File: src/rtl/arb_pkg.sv
// -----------------------------------------------------------------------------
// arb_pkg
// Shared types and helpers for the round-robin one-hot arbiter.
//   arb_state_e    : arbiter FSM state (IDLE / GRANTED)
//   arb_vec_t      : request/grant vector sized for the largest legal INPUTS
//   rotr / rotl    : rotate the low n bits of a vector right / left by sh
//   onehot_to_idx  : binary index of the set bit of a one-hot vector
// Vectors narrower than ARB_MAX_INPUTS are passed zero-extended; bits at or
// above n are ignored on input and returned as zero.
// -----------------------------------------------------------------------------
package arb_pkg;

    localparam int unsigned ARB_MAX_INPUTS = 32;

    typedef enum logic {
        IDLE    = 1'b0,
        GRANTED = 1'b1
    } arb_state_e;

    typedef logic [ARB_MAX_INPUTS-1:0] arb_vec_t;

    // Bit i of the result is bit (i+sh) mod n of the source.
    function automatic arb_vec_t rotr(input arb_vec_t v,
                                      input int unsigned sh,
                                      input int unsigned n);
        arb_vec_t    r;
        int unsigned j;
        r = '0;
        for (int unsigned i = 0; i < ARB_MAX_INPUTS; i++) begin
            if (i < n) begin
                j = (i + sh) % n;
                r[i[4:0]] = v[j[4:0]];
            end
        end
        return r;
    endfunction

    // Inverse of rotr: bit i of the source lands at (i+sh) mod n.
    function automatic arb_vec_t rotl(input arb_vec_t v,
                                      input int unsigned sh,
                                      input int unsigned n);
        arb_vec_t    r;
        int unsigned j;
        r = '0;
        for (int unsigned i = 0; i < ARB_MAX_INPUTS; i++) begin
            if (i < n) begin
                j = (i + sh) % n;
                r[j[4:0]] = v[i[4:0]];
            end
        end
        return r;
    endfunction

    // OR of the indices of all set bits; exact for one-hot, 0 for all-zero.
    function automatic logic [4:0] onehot_to_idx(input arb_vec_t v);
        logic [4:0] idx;
        idx = '0;
        for (int unsigned i = 0; i < ARB_MAX_INPUTS; i++) begin
            if (v[i[4:0]]) begin
                idx = idx | i[4:0];
            end
        end
        return idx;
    endfunction

endpackage : arb_pkg

File: src/rtl/rr_pick_first.sv
// -----------------------------------------------------------------------------
// rr_pick_first
// Combinational round-robin picker: returns the first set bit of i_req when
// scanning from index i_ptr upward, wrapping modulo INPUTS.
// Ports:
//   i_req  [INPUTS-1:0]  candidate request vector
//   i_ptr  [PTRW-1:0]    index searched first (0..INPUTS-1)
//   o_pick [INPUTS-1:0]  one-hot pick, zero when i_req is zero
//   o_any                at least one request present
// -----------------------------------------------------------------------------
module rr_pick_first
    import arb_pkg::*;
#(
    parameter int unsigned INPUTS = 3,
    parameter int unsigned PTRW   = 2
) (
    input  logic [INPUTS-1:0] i_req,
    input  logic [PTRW-1:0]   i_ptr,
    output logic [INPUTS-1:0] o_pick,
    output logic              o_any
);

    logic [INPUTS-1:0] w_rot;
    logic [INPUTS-1:0] w_first;

    // Rotating right by ptr puts the highest-priority requester at bit 0, so
    // a plain lowest-set-bit isolate finds the round-robin winner.
    assign w_rot   = INPUTS'(rotr(arb_vec_t'(i_req), 32'(i_ptr), INPUTS));
    assign w_first = w_rot & (~w_rot + INPUTS'(1));
    assign o_pick  = INPUTS'(rotl(arb_vec_t'(w_first), 32'(i_ptr), INPUTS));
    assign o_any   = |i_req;

endmodule : rr_pick_first

File: src/rtl/rr_arbiter_1hot.sv
// -----------------------------------------------------------------------------
// rr_arbiter_1hot
// Round-robin arbiter producing a registered one-hot select for a Mux1hot.
// A grant is held until ack; priority then moves past the served input.
// Dropping the granted request without ack aborts the grant (ptr unchanged).
// Ports:
//   clk          clock, all state updates on posedge
//   reset        asynchronous active-low reset
//   req          [INPUTS-1:0] per-input request levels
//   ack          consumer accepted the granted input this cycle
//   grant        [INPUTS-1:0] registered one-hot grant or zero (Mux1hot.sel)
//   grant_valid  registered, equals |grant
//   grant_idx    [IDXW-1:0] registered binary index of grant, 0 when idle
// WIDTH is the paired mux data width and is carried only for symmetry.
// -----------------------------------------------------------------------------
module rr_arbiter_1hot
    import arb_pkg::*;
#(
    parameter int unsigned WIDTH  = 3,
    parameter int unsigned INPUTS = 3,
    parameter int unsigned IDXW   = (INPUTS > 1) ? $clog2(INPUTS) : 1
) (
    input  logic              clk,
    input  logic              reset,
    input  logic [INPUTS-1:0] req,
    input  logic              ack,
    output logic [INPUTS-1:0] grant,
    output logic              grant_valid,
    output logic [IDXW-1:0]   grant_idx
);

    if (WIDTH == 0 || INPUTS == 0 || INPUTS > ARB_MAX_INPUTS) begin : g_param_check
        $error("rr_arbiter_1hot: WIDTH must be >= 1 and INPUTS in 1..32");
    end

    localparam logic [IDXW-1:0] LAST_IDX = IDXW'(INPUTS - 1);

    arb_state_e        r_state;
    arb_state_e        w_state_nxt;
    logic [INPUTS-1:0] r_grant;
    logic [INPUTS-1:0] w_grant_nxt;
    logic [IDXW-1:0]   r_ptr;
    logic [IDXW-1:0]   w_ptr_nxt;
    logic [IDXW-1:0]   r_idx;
    logic [IDXW-1:0]   w_idx_nxt;
    logic              r_valid;

    logic [IDXW-1:0]   w_ptr_adv;
    logic [INPUTS-1:0] w_req_others;
    logic              w_granted_req;
    logic [INPUTS-1:0] w_pick_idle;
    logic              w_any_idle;
    logic [INPUTS-1:0] w_pick_next;
    logic              w_any_next;

    // Pointer value after serving the current grant.
    assign w_ptr_adv     = (r_idx == LAST_IDX) ? '0 : r_idx + IDXW'(1);
    assign w_req_others  = req & ~r_grant;
    assign w_granted_req = |(req & r_grant);

    // Fresh arbitration from IDLE uses the stored pointer.
    rr_pick_first #(
        .INPUTS (INPUTS),
        .PTRW   (IDXW)
    ) u_pick_idle (
        .i_req  (req),
        .i_ptr  (r_ptr),
        .o_pick (w_pick_idle),
        .o_any  (w_any_idle)
    );

    // Back-to-back re-pick on ack: served bit masked, pointer already advanced,
    // so the next grant is available the very next cycle.
    rr_pick_first #(
        .INPUTS (INPUTS),
        .PTRW   (IDXW)
    ) u_pick_next (
        .i_req  (w_req_others),
        .i_ptr  (w_ptr_adv),
        .o_pick (w_pick_next),
        .o_any  (w_any_next)
    );

    always_ff @(posedge clk or negedge reset) begin
        if (!reset) begin
            r_state <= IDLE;
            r_grant <= '0;
            r_ptr   <= '0;
            r_idx   <= '0;
            r_valid <= 1'b0;
        end else begin
            r_state <= w_state_nxt;
            r_grant <= w_grant_nxt;
            r_ptr   <= w_ptr_nxt;
            r_idx   <= w_idx_nxt;
            r_valid <= |w_grant_nxt;
        end
    end

    always_comb begin
        w_state_nxt = r_state;
        w_grant_nxt = r_grant;
        w_ptr_nxt   = r_ptr;
        unique case (r_state)
            IDLE: begin
                if (w_any_idle) begin
                    w_state_nxt = GRANTED;
                    w_grant_nxt = w_pick_idle;
                end
            end
            GRANTED: begin
                if (ack) begin
                    // Ack wins even if the granted request dropped this cycle.
                    w_ptr_nxt = w_ptr_adv;
                    if (w_any_next) begin
                        w_grant_nxt = w_pick_next;
                    end else begin
                        w_state_nxt = IDLE;
                        w_grant_nxt = '0;
                    end
                end else if (!w_granted_req) begin
                    // Abort: pointer is left alone, re-arbitrate from IDLE.
                    w_state_nxt = IDLE;
                    w_grant_nxt = '0;
                end
            end
            default: begin
                w_state_nxt = IDLE;
                w_grant_nxt = '0;
            end
        endcase
        w_idx_nxt = IDXW'(onehot_to_idx(arb_vec_t'(w_grant_nxt)));
    end

    always_comb begin
        grant       = r_grant;
        grant_valid = r_valid;
        grant_idx   = r_idx;
    end

endmodule : rr_arbiter_1hot

File: config.mk
export PLATFORM = sky130hd
export DESIGN_NAME = rr_arbiter_1hot
export DESIGN_NICKNAME = d
export VERILOG_FILES = /design/src/rtl/arb_pkg.sv /design/src/rtl/rr_pick_first.sv /design/src/rtl/rr_arbiter_1hot.sv
export SDC_FILE = /design/constraint.sdc
export NUM_CORES = 1
export LEC_CHECK = 0
export ABC_AREA = 1
export ABC_CLOCK_PERIOD_IN_PS = 5100
export CAP_MARGIN = 5
export CORE_MARGIN = 2
export CORE_UTILIZATION = 64
export CTS_BUF_LIST = sky130_fd_sc_hd__clkbuf_8
export DETAILED_ROUTE_END_ITERATION = 8
export PLACE_DENSITY_LB_ADDON = 0.3
export REMOVE_ABC_BUFFERS = 1
export SLEW_MARGIN = 10
export SYNTH_ARGS = -nofsm -noshare
export SYNTH_HDL_FRONTEND = slang
export SYNTH_HIERARCHICAL = 1
export SYNTH_SLANG_ARGS = --single-unit
File: constraint.sdc
create_clock -name clk -period 5.1 [get_ports clk]
set_clock_uncertainty 0.05 [all_clocks]
set_input_delay 1.02 -clock clk [delete_from_list [all_inputs] [get_ports clk]]
set_output_delay 1.02 -clock clk [all_outputs]
set_load 0.01 [all_outputs]
==> results.md, run 1 <==
### Place
* **Port Buffers** 11
* **worst setup slack after placement** 2150 ps
* **final weighted congestion in routability-driven placement** 0.908
* **estimated wirelength of the detail-placed design** 2.27 mm

### Min path
* **worst min-delay path category** reg2reg
* **hold-critical path depth** 2

### Worst setup path
* **Critical Path Sink Type** flip-flop
* **required time of the critical path** 5160 ps
* **number of cells traversed by the worst register-to-register path** 19
* **category of the worst setup path launch point** input pin
* **critical path class** in2reg
* **Worst Path Max Fanout** 5
* **CP Data Arrival Time** 2820 ps

### Timing
* **final-layout setup total negative slack** 0 ps
* **slew at the pin closest to its max-slew limit** 411 ps
* **minimum clock period after layout** 2760 ps
* **Max-Slew Margin vs Limit** 72.5%
* **share of the clock period used by the worst path after layout** 54.2%
* **Slew Limit Fails** 0
* **setup repair after global routing missed its margin** false
* **Achievable Freq** 0.362 GHz
* **total of endpoints with negative setup slack in the final report** 0
* **final setup slack of the worst path** 2340 ps
* **final hold violations** 0

### Synthesis
* **sequential element share of the synthesized area** 13.2%
* **Yosys reg bits** 7
* **number of warnings printed during yosys synthesis** 6
* **post-synth cell types** 20
* **cells after synthesis** 211
* **netlist area before placement** 1330 um2
* **Avg Cell Area, Syn** 6.30 um2

### Finish
* **fill cell total of the finished layout** 152
* **proportion of layout cells with a drive suffix above 1** 22.9%
* **Synth-to-Final Area Change** 12.7%
* **Antenna Diode Count** 0
* **net total in the final layout** 248
* **final core utilization** 76.4%

### Floorplanning
* **placement row count** 16
* **total die area** 2460 um2
* **I/O pin cnt** 12
* **Horiz. Die Dim** 49.6 um
* **core outline area** 1960 um2
* **starting density of the core** 67.8%
* **Die Y** 49.6 um

### Drt
* **vias** 1,310
* **per-cell routed wire length** 11.3 um
* **number of DRC markers in iteration 0** 53
* **wire length after detailed routing** 2.82 mm
* **vias per std cell** 5.24
* **antenna viol nets, final** 0
* **Post-route DRC** 0
* **first drt pass iteration count** 4

### Clock tree
* **Clock Path Buffers** 2
* **register clock-pin slew on the reported worst setup and hold paths** 40 ps
* **CTS root buffer** sky130_fd_sc_hd__clkbuf_8
* **Resized Gates After CTS** 0
* **number of buffers created by CTS** 3
* **number of hold buffers added after cts** 0
* **clock latency of the later-clocked register in the worst-skew pair** 220 ps
* **H-tree depth** 1
* **count of buffers added by post-CTS timing repair for setup** 0
* **CTS tree** built
* **sinks on the clock net** 7

### GRT
* **global-route track usage on met1** 35.0%
* **initial antenna violation count** 0
* **largest net degree at the start of global routing** 10
* **most utilized layer in the global route result** met2
* **gr ovfl total** 0
* **global-route wire length before repair** 5.23 mm
* **met2 track demand over resource in global routing** 45.3%
* **global routing met3 resource utilization** 3.33%
* **vias in the first global route** 1,248
* **all-layer global routing usage** 26.6%

### Run status
* **outcome** completed

### Run
* **max-capacitance violation count** 0

-- kinds of logic (layout without fill, tap and decap cells) --
kind of cell	after synthesis	after routing	share of synthesized area, %
buf+inv	54	66	15.9
flops	7	7	13.2
simple gates	109	109	44.0
fa+ha+maj	18	18	16.9
compound gates	23	23	9.97
-- synthesized netlist by cell type --
library cell	n	area, um2
sky130_fd_sc_hd__nand2_1	56	210
sky130_fd_sc_hd__inv_1	36	135
sky130_fd_sc_hd__ha_1	18	225
sky130_fd_sc_hd__inv_2	15	56.3
sky130_fd_sc_hd__nand2_2	12	75.1
sky130_fd_sc_hd__nand3_2	12	120
sky130_fd_sc_hd__a21oi_1	9	45.0
sky130_fd_sc_hd__nand3_1	9	45.0
sky130_fd_sc_hd__nor2_1	8	30.0
sky130_fd_sc_hd__dfrtp_1	7	175
sky130_fd_sc_hd__o21ai_1	7	35.0
sky130_fd_sc_hd__nand4_1	6	37.5
sky130_fd_sc_hd__nand2_4	4	45.0
sky130_fd_sc_hd__o21ai_2	3	26.3
sky130_fd_sc_hd__buf_4	2	15.0
sky130_fd_sc_hd__nor2_4	2	22.5
sky130_fd_sc_hd__o31ai_1	2	15.0
sky130_fd_sc_hd__a31oi_1	1	6.26
sky130_fd_sc_hd__buf_2	1	5.00
sky130_fd_sc_hd__o21ai_0	1	5.00
-- worst max-delay path: stages --
cell and delay (ps):
sky130_fd_sc_hd__clkdlybuf4s50_1 590, sky130_fd_sc_hd__inv_1 60, sky130_fd_sc_hd__nor2_1 200, sky130_fd_sc_hd__nand3_2 170
sky130_fd_sc_hd__nand2_4 130, sky130_fd_sc_hd__nor2_4 40, sky130_fd_sc_hd__nand3_2 60, sky130_fd_sc_hd__nand2_1 60
sky130_fd_sc_hd__nand2_1 80, sky130_fd_sc_hd__inv_1 40, sky130_fd_sc_hd__nand2_1 60, sky130_fd_sc_hd__nand2_1 60
sky130_fd_sc_hd__inv_2 50, sky130_fd_sc_hd__nand2_1 40, sky130_fd_sc_hd__nand2_1 80, sky130_fd_sc_hd__nand3_2 70
-- stage by stage --
| stage | hold slack [ps] | instances | cell area, um2 |
|---|---|---|---|
| 2_1_floorplan | 490 | 208 | 1310 |
| 3_3_place_gp | 561 | 246 | 1450 |
| 3_5_place_dp | 608 | 246 | 1450 |
| 4_1_cts | 638 | 250 | 1500 |
| 5_1_grt | 669 | 250 | 1500 |
| 6_report | 621 | 250 | 1500 |
-- registers in the layout, indices dropped and copies added, names as in the netlist --
| register | cells |
|---|---|
| grant | 2 |
| r_ptr | 2 |
| grant_idx | 1 |
| grant_valid | 1 |
| r_state | 1 |
-- cell usage in the layout (no fill, tap or decap) --
master,netlist,final
sky130_fd_sc_hd__nand3_1,9,9
sky130_fd_sc_hd__o21ai_1,7,7
sky130_fd_sc_hd__a21oi_1,9,9
sky130_fd_sc_hd__clkdlybuf4s50_1,0,11
sky130_fd_sc_hd__nand3_2,12,12
sky130_fd_sc_hd__o21ai_2,3,3
sky130_fd_sc_hd__nand2_1,56,56
sky130_fd_sc_hd__dfrtp_1,7,7
sky130_fd_sc_hd__o31ai_1,2,2
sky130_fd_sc_hd__o21ai_0,1,1
sky130_fd_sc_hd__ha_1,18,18
sky130_fd_sc_hd__inv_1,36,37
sky130_fd_sc_hd__inv_2,15,15
sky130_fd_sc_hd__nand2_2,12,12
sky130_fd_sc_hd__nand4_1,6,6
sky130_fd_sc_hd__clkbuf_8,0,3
sky130_fd_sc_hd__nand2_4,4,4
sky130_fd_sc_hd__a31oi_1,1,1
sky130_fd_sc_hd__nor2_1,8,8
sky130_fd_sc_hd__nor2_4,2,2
-- path summary, 6_finish.rpt --
kind,start,to,slack (ps)
max,req[2],grant_valid$_DFF_PN0_,2340
min,r_ptr[1]$_DFFE_PN0P_,r_ptr[1]$_DFFE_PN0P_,620
max reg2reg,grant_idx[0]$_DFF_PN0_,grant_valid$_DFF_PN0_,2430
min reg2reg,r_ptr[1]$_DFFE_PN0P_,r_ptr[1]$_DFFE_PN0P_,620
max in group asynchronous,reset,grant[2]$_DFF_PN0_,3780
min in group asynchronous,reset,r_state$_DFF_PN0_,1000
-- layout make-up --
cell class                      count  area, um2  area share (%)
Multi-Input combinational cell    150        943            62.9
Inverter                           51        191            12.8
Sequential cell                     7        175            11.7
Timing Repair Buffer               11        110            7.35
Clock buffer                        3       41.3            2.75
Tap cell                           27       33.8            2.25
Clock inverter                      1       3.75           0.250
-- metal layers --
| layer | vias to the layer above | routed length [um] |
|---|---|---|
| li1 | 669 | - |
| met1 | 590 | 1250 |
| met2 | 47 | 1390 |
| met3 | 4 | 160 |
| met4 | 0 | 18 |
| met5 | - | 0 |
Power of run 1 is not shown: default switching activity piles up to over one toggle a cycle in this logic, so the estimate is an artifact.
==> run 2: changes to the inputs <==
- ABC_CLOCK_PERIOD_IN_PS: 5100 -> 2300
- CORE_UTILIZATION: 64 -> 54
- clock period: 5.1 -> 2.3 ns (I/O delays scaled with it)
==> run 2 against run 1 <==
Effect of this change: utilization fell by 1.7 points; die area grew 17%; sequential share of layout area decreased by 1.2 points; worst setup slack lost 2300 ps; clock-buffer cell count unchanged; critical endpoint unchanged; worst hold slack got worse by 160 ps; first-iteration DRC count decreased by 25%; routed wire length increased by 6.8%; cell count is 8.0% higher; cell area is 13% higher.
==> results.md, run 2 (synthesis gave the netlist of run 1 again) <==
### Run status
* **outcome** completed

### Finish
* **Synth-to-Final Area Change** 27.8%
* **proportion of layout cells with a drive suffix above 1** 33.9%
* **net total in the final layout** 267
* **commonest non-fill, non-tap cell in the layout** sky130_fd_sc_hd__nand2_1
* **most frequent cells in the layout** sky130_fd_sc_hd__nand2_1 (55), sky130_fd_sc_hd__inv_1 (34), sky130_fd_sc_hd__inv_2 (18)
* **Antenna Diode Count** 0

### Worst setup path
* **reg-to-reg slack, setup** 40 ps
* **Critical Path Sink Type** flip-flop
* **Crit Reg-Reg Endpoint** grant_valid$_DFF_PN0_
* **number of cells traversed by the worst register-to-register path** 20
* **CP Data Arrival Time** 2320 ps
* **critical path class** reg2reg
* **Worst Path Max Fanout** 6
* **reg-to-reg critical path startpoint** grant_idx[0]$_DFF_PN0_
* **required time of the critical path** 2360 ps
* **category of the worst setup path launch point** flip-flop

### Run
* **max-capacitance violation count** 0

### Power
* **leakage power summed over all cells** 0.945 nW
* **total design power** 0.00279 W
* **Power Dens Cells** 1640 nW/um2
* **Peak supply drop** 0.00114 V

### Clock tree
* **CTS tree** built
* **number of hold buffers added after cts** 0
* **sinks on the clock net** 7
* **number of buffers created by CTS** 3
* **Clock Path Buffers** 2
* **register clock-pin slew on the reported worst setup and hold paths** 40 ps
* **CTS root buffer** sky130_fd_sc_hd__clkbuf_8
* **H-tree depth** 1
* **clock latency of the later-clocked register in the worst-skew pair** 220 ps

### Floorplanning
* **Horiz. Die Dim** 53.6 um
* **I/O pin cnt** 12
* **starting density of the core** 58.4%
* **placement row count** 17
* **Die Y** 53.6 um
* **core outline area** 2280 um2
* **total die area** 2880 um2

### Drt
* **first drt pass iteration count** 4
* **number of DRC markers in iteration 0** 40
* **wire length after detailed routing** 3.01 mm
* **antenna viol nets, final** 0
* **Post-route DRC** 0
* **vias** 1,347
* **vias per std cell** 4.99
* **per-cell routed wire length** 11.2 um

### GRT
* **global-route wire length before repair** 4.89 mm
* **largest net degree at the start of global routing** 10
* **initial antenna violation count** 0
* **all-layer global routing usage** 23.2%
* **vias in the first global route** 1,178
* **gr ovfl total** 0

### Place
* **final weighted congestion in routability-driven placement** 0.870
* **estimated wirelength of the detail-placed design** 2.31 mm
* **Port Buffers** 11

### Min path
* **worst min-delay path category** in2async

### Timing
* **Slew Limit Fails** 0
* **Achievable Freq** 0.443 GHz
* **setup repair after global routing missed its margin** true
* **worst hold margin** 456 ps
* **final hold violations** 0
* **total of endpoints with negative setup slack in the final report** 0
* **Max-Slew Margin vs Limit** 77.5%
* **share of the clock period used by the worst path after layout** 98.2%
* **minimum clock period after layout** 2260 ps
* **slew at the pin closest to its max-slew limit** 336 ps

==> run 2: cell count changes in the layout (fill, tap and decap cells not counted), sizes merged <==
cell,before,now
buf,0,19
==> run 2: repair_timing <==
item / 4_1_cts / 5_1_grt
setup endpoints to repair: 2 / 4
pin swaps: 0 / 2
setup buffers: 0 / 3
hold endpoints to repair: 0 / 0
resized for setup: 4 / 13
==> run 2: worst max path at each step <==
stage | to | start | slack (ps) | cells past startpoint
final | grant_valid$_DFF_PN0_ | grant_idx[0]$_DFF_PN0_ | 40 | 20
after global routing | grant_valid$_DFF_PN0_ | grant_idx[0]$_DFF_PN0_ | -90 | 21
after CTS | grant_valid$_DFF_PN0_ | grant_idx[0]$_DFF_PN0_ | 6 | 19
after detailed placement | grant_valid$_DFF_PN0_ | grant_idx[0]$_DFF_PN0_ | -1 | 19
after global placement | grant_valid$_DFF_PN0_ | grant_idx[0]$_DFF_PN0_ | 20 | 19
after floorplan | grant_valid$_DFF_PN0_ | grant_idx[0]$_DFF_PN0_ | -80 | 19
==> run 2: layout make-up <==
class                           instances  area (um2)
Clock inverter                          1        3.75
Inverter                               51         191
Clock buffer                            3        41.3
Tap cell                               28        35.0
Timing Repair Buffer                   30         260
Sequential cell                         7         178
Multi-Input combinational cell        150         991
Fill cell                             190         576
==> run 2: stage by stage <==
| stage | std cells | setup TNS [ps] | worst slack [ps] | cell area (um2) | utilization (%) |
|---|---|---|---|---|---|
| floorplan | 208 | -214 | -78.9 | 1310 | - |
| global placement | 263 | 0 | 20.7 | 1580 | 69.2 |
| detailed placement | 263 | -1.02 | -1.02 | 1580 | 69.2 |
| CTS | 267 | 0 | 5.81 | 1640 | 72.1 |
| global route | 270 | -286 | -92.6 | 1700 | 74.7 |
| finish | 270 | 0 | 41.5 | 1700 | 74.7 |
==> run 2: worst max-delay path: stages (launching register included) <==
cell and delay, ps:
sky130_fd_sc_hd__dfrtp_2 410, sky130_fd_sc_hd__inv_2 70, sky130_fd_sc_hd__nor2_4 100, sky130_fd_sc_hd__buf_6 130
sky130_fd_sc_hd__ha_2 180, sky130_fd_sc_hd__inv_1 40, sky130_fd_sc_hd__ha_1 280, sky130_fd_sc_hd__nand2_1 80
sky130_fd_sc_hd__nand2_2 50, sky130_fd_sc_hd__nand2_2 50, sky130_fd_sc_hd__inv_2 50, sky130_fd_sc_hd__nand2_4 80
sky130_fd_sc_hd__o21ai_1 60, sky130_fd_sc_hd__nand2_1 60, sky130_fd_sc_hd__nand2_1 50, sky130_fd_sc_hd__nand2_1 60
sky130_fd_sc_hd__nand2_1 60, sky130_fd_sc_hd__inv_2 60, sky130_fd_sc_hd__nand2_1 60, sky130_fd_sc_hd__nand2_2 80
sky130_fd_sc_hd__nand3_2 70
==> run 2: where the power goes <==
part,total [W],internal (W),switching (W)
registers,0.000273,0.000189,0.0000841
logic,0.00235,0.000958,0.00140
clock network,0.000165,0.000115,0.0000503
==> run 2: routing by layer <==
layer,part of all wire [%],routed length [um],global-route usage [%]
met4,0.46,14,7.69
met5,0,0,0
met3,3.8,115,5.00
met2,49,1460,40.1
met1,47,1420,28.5
Note: power is estimated with default switching activity, not from simulation.
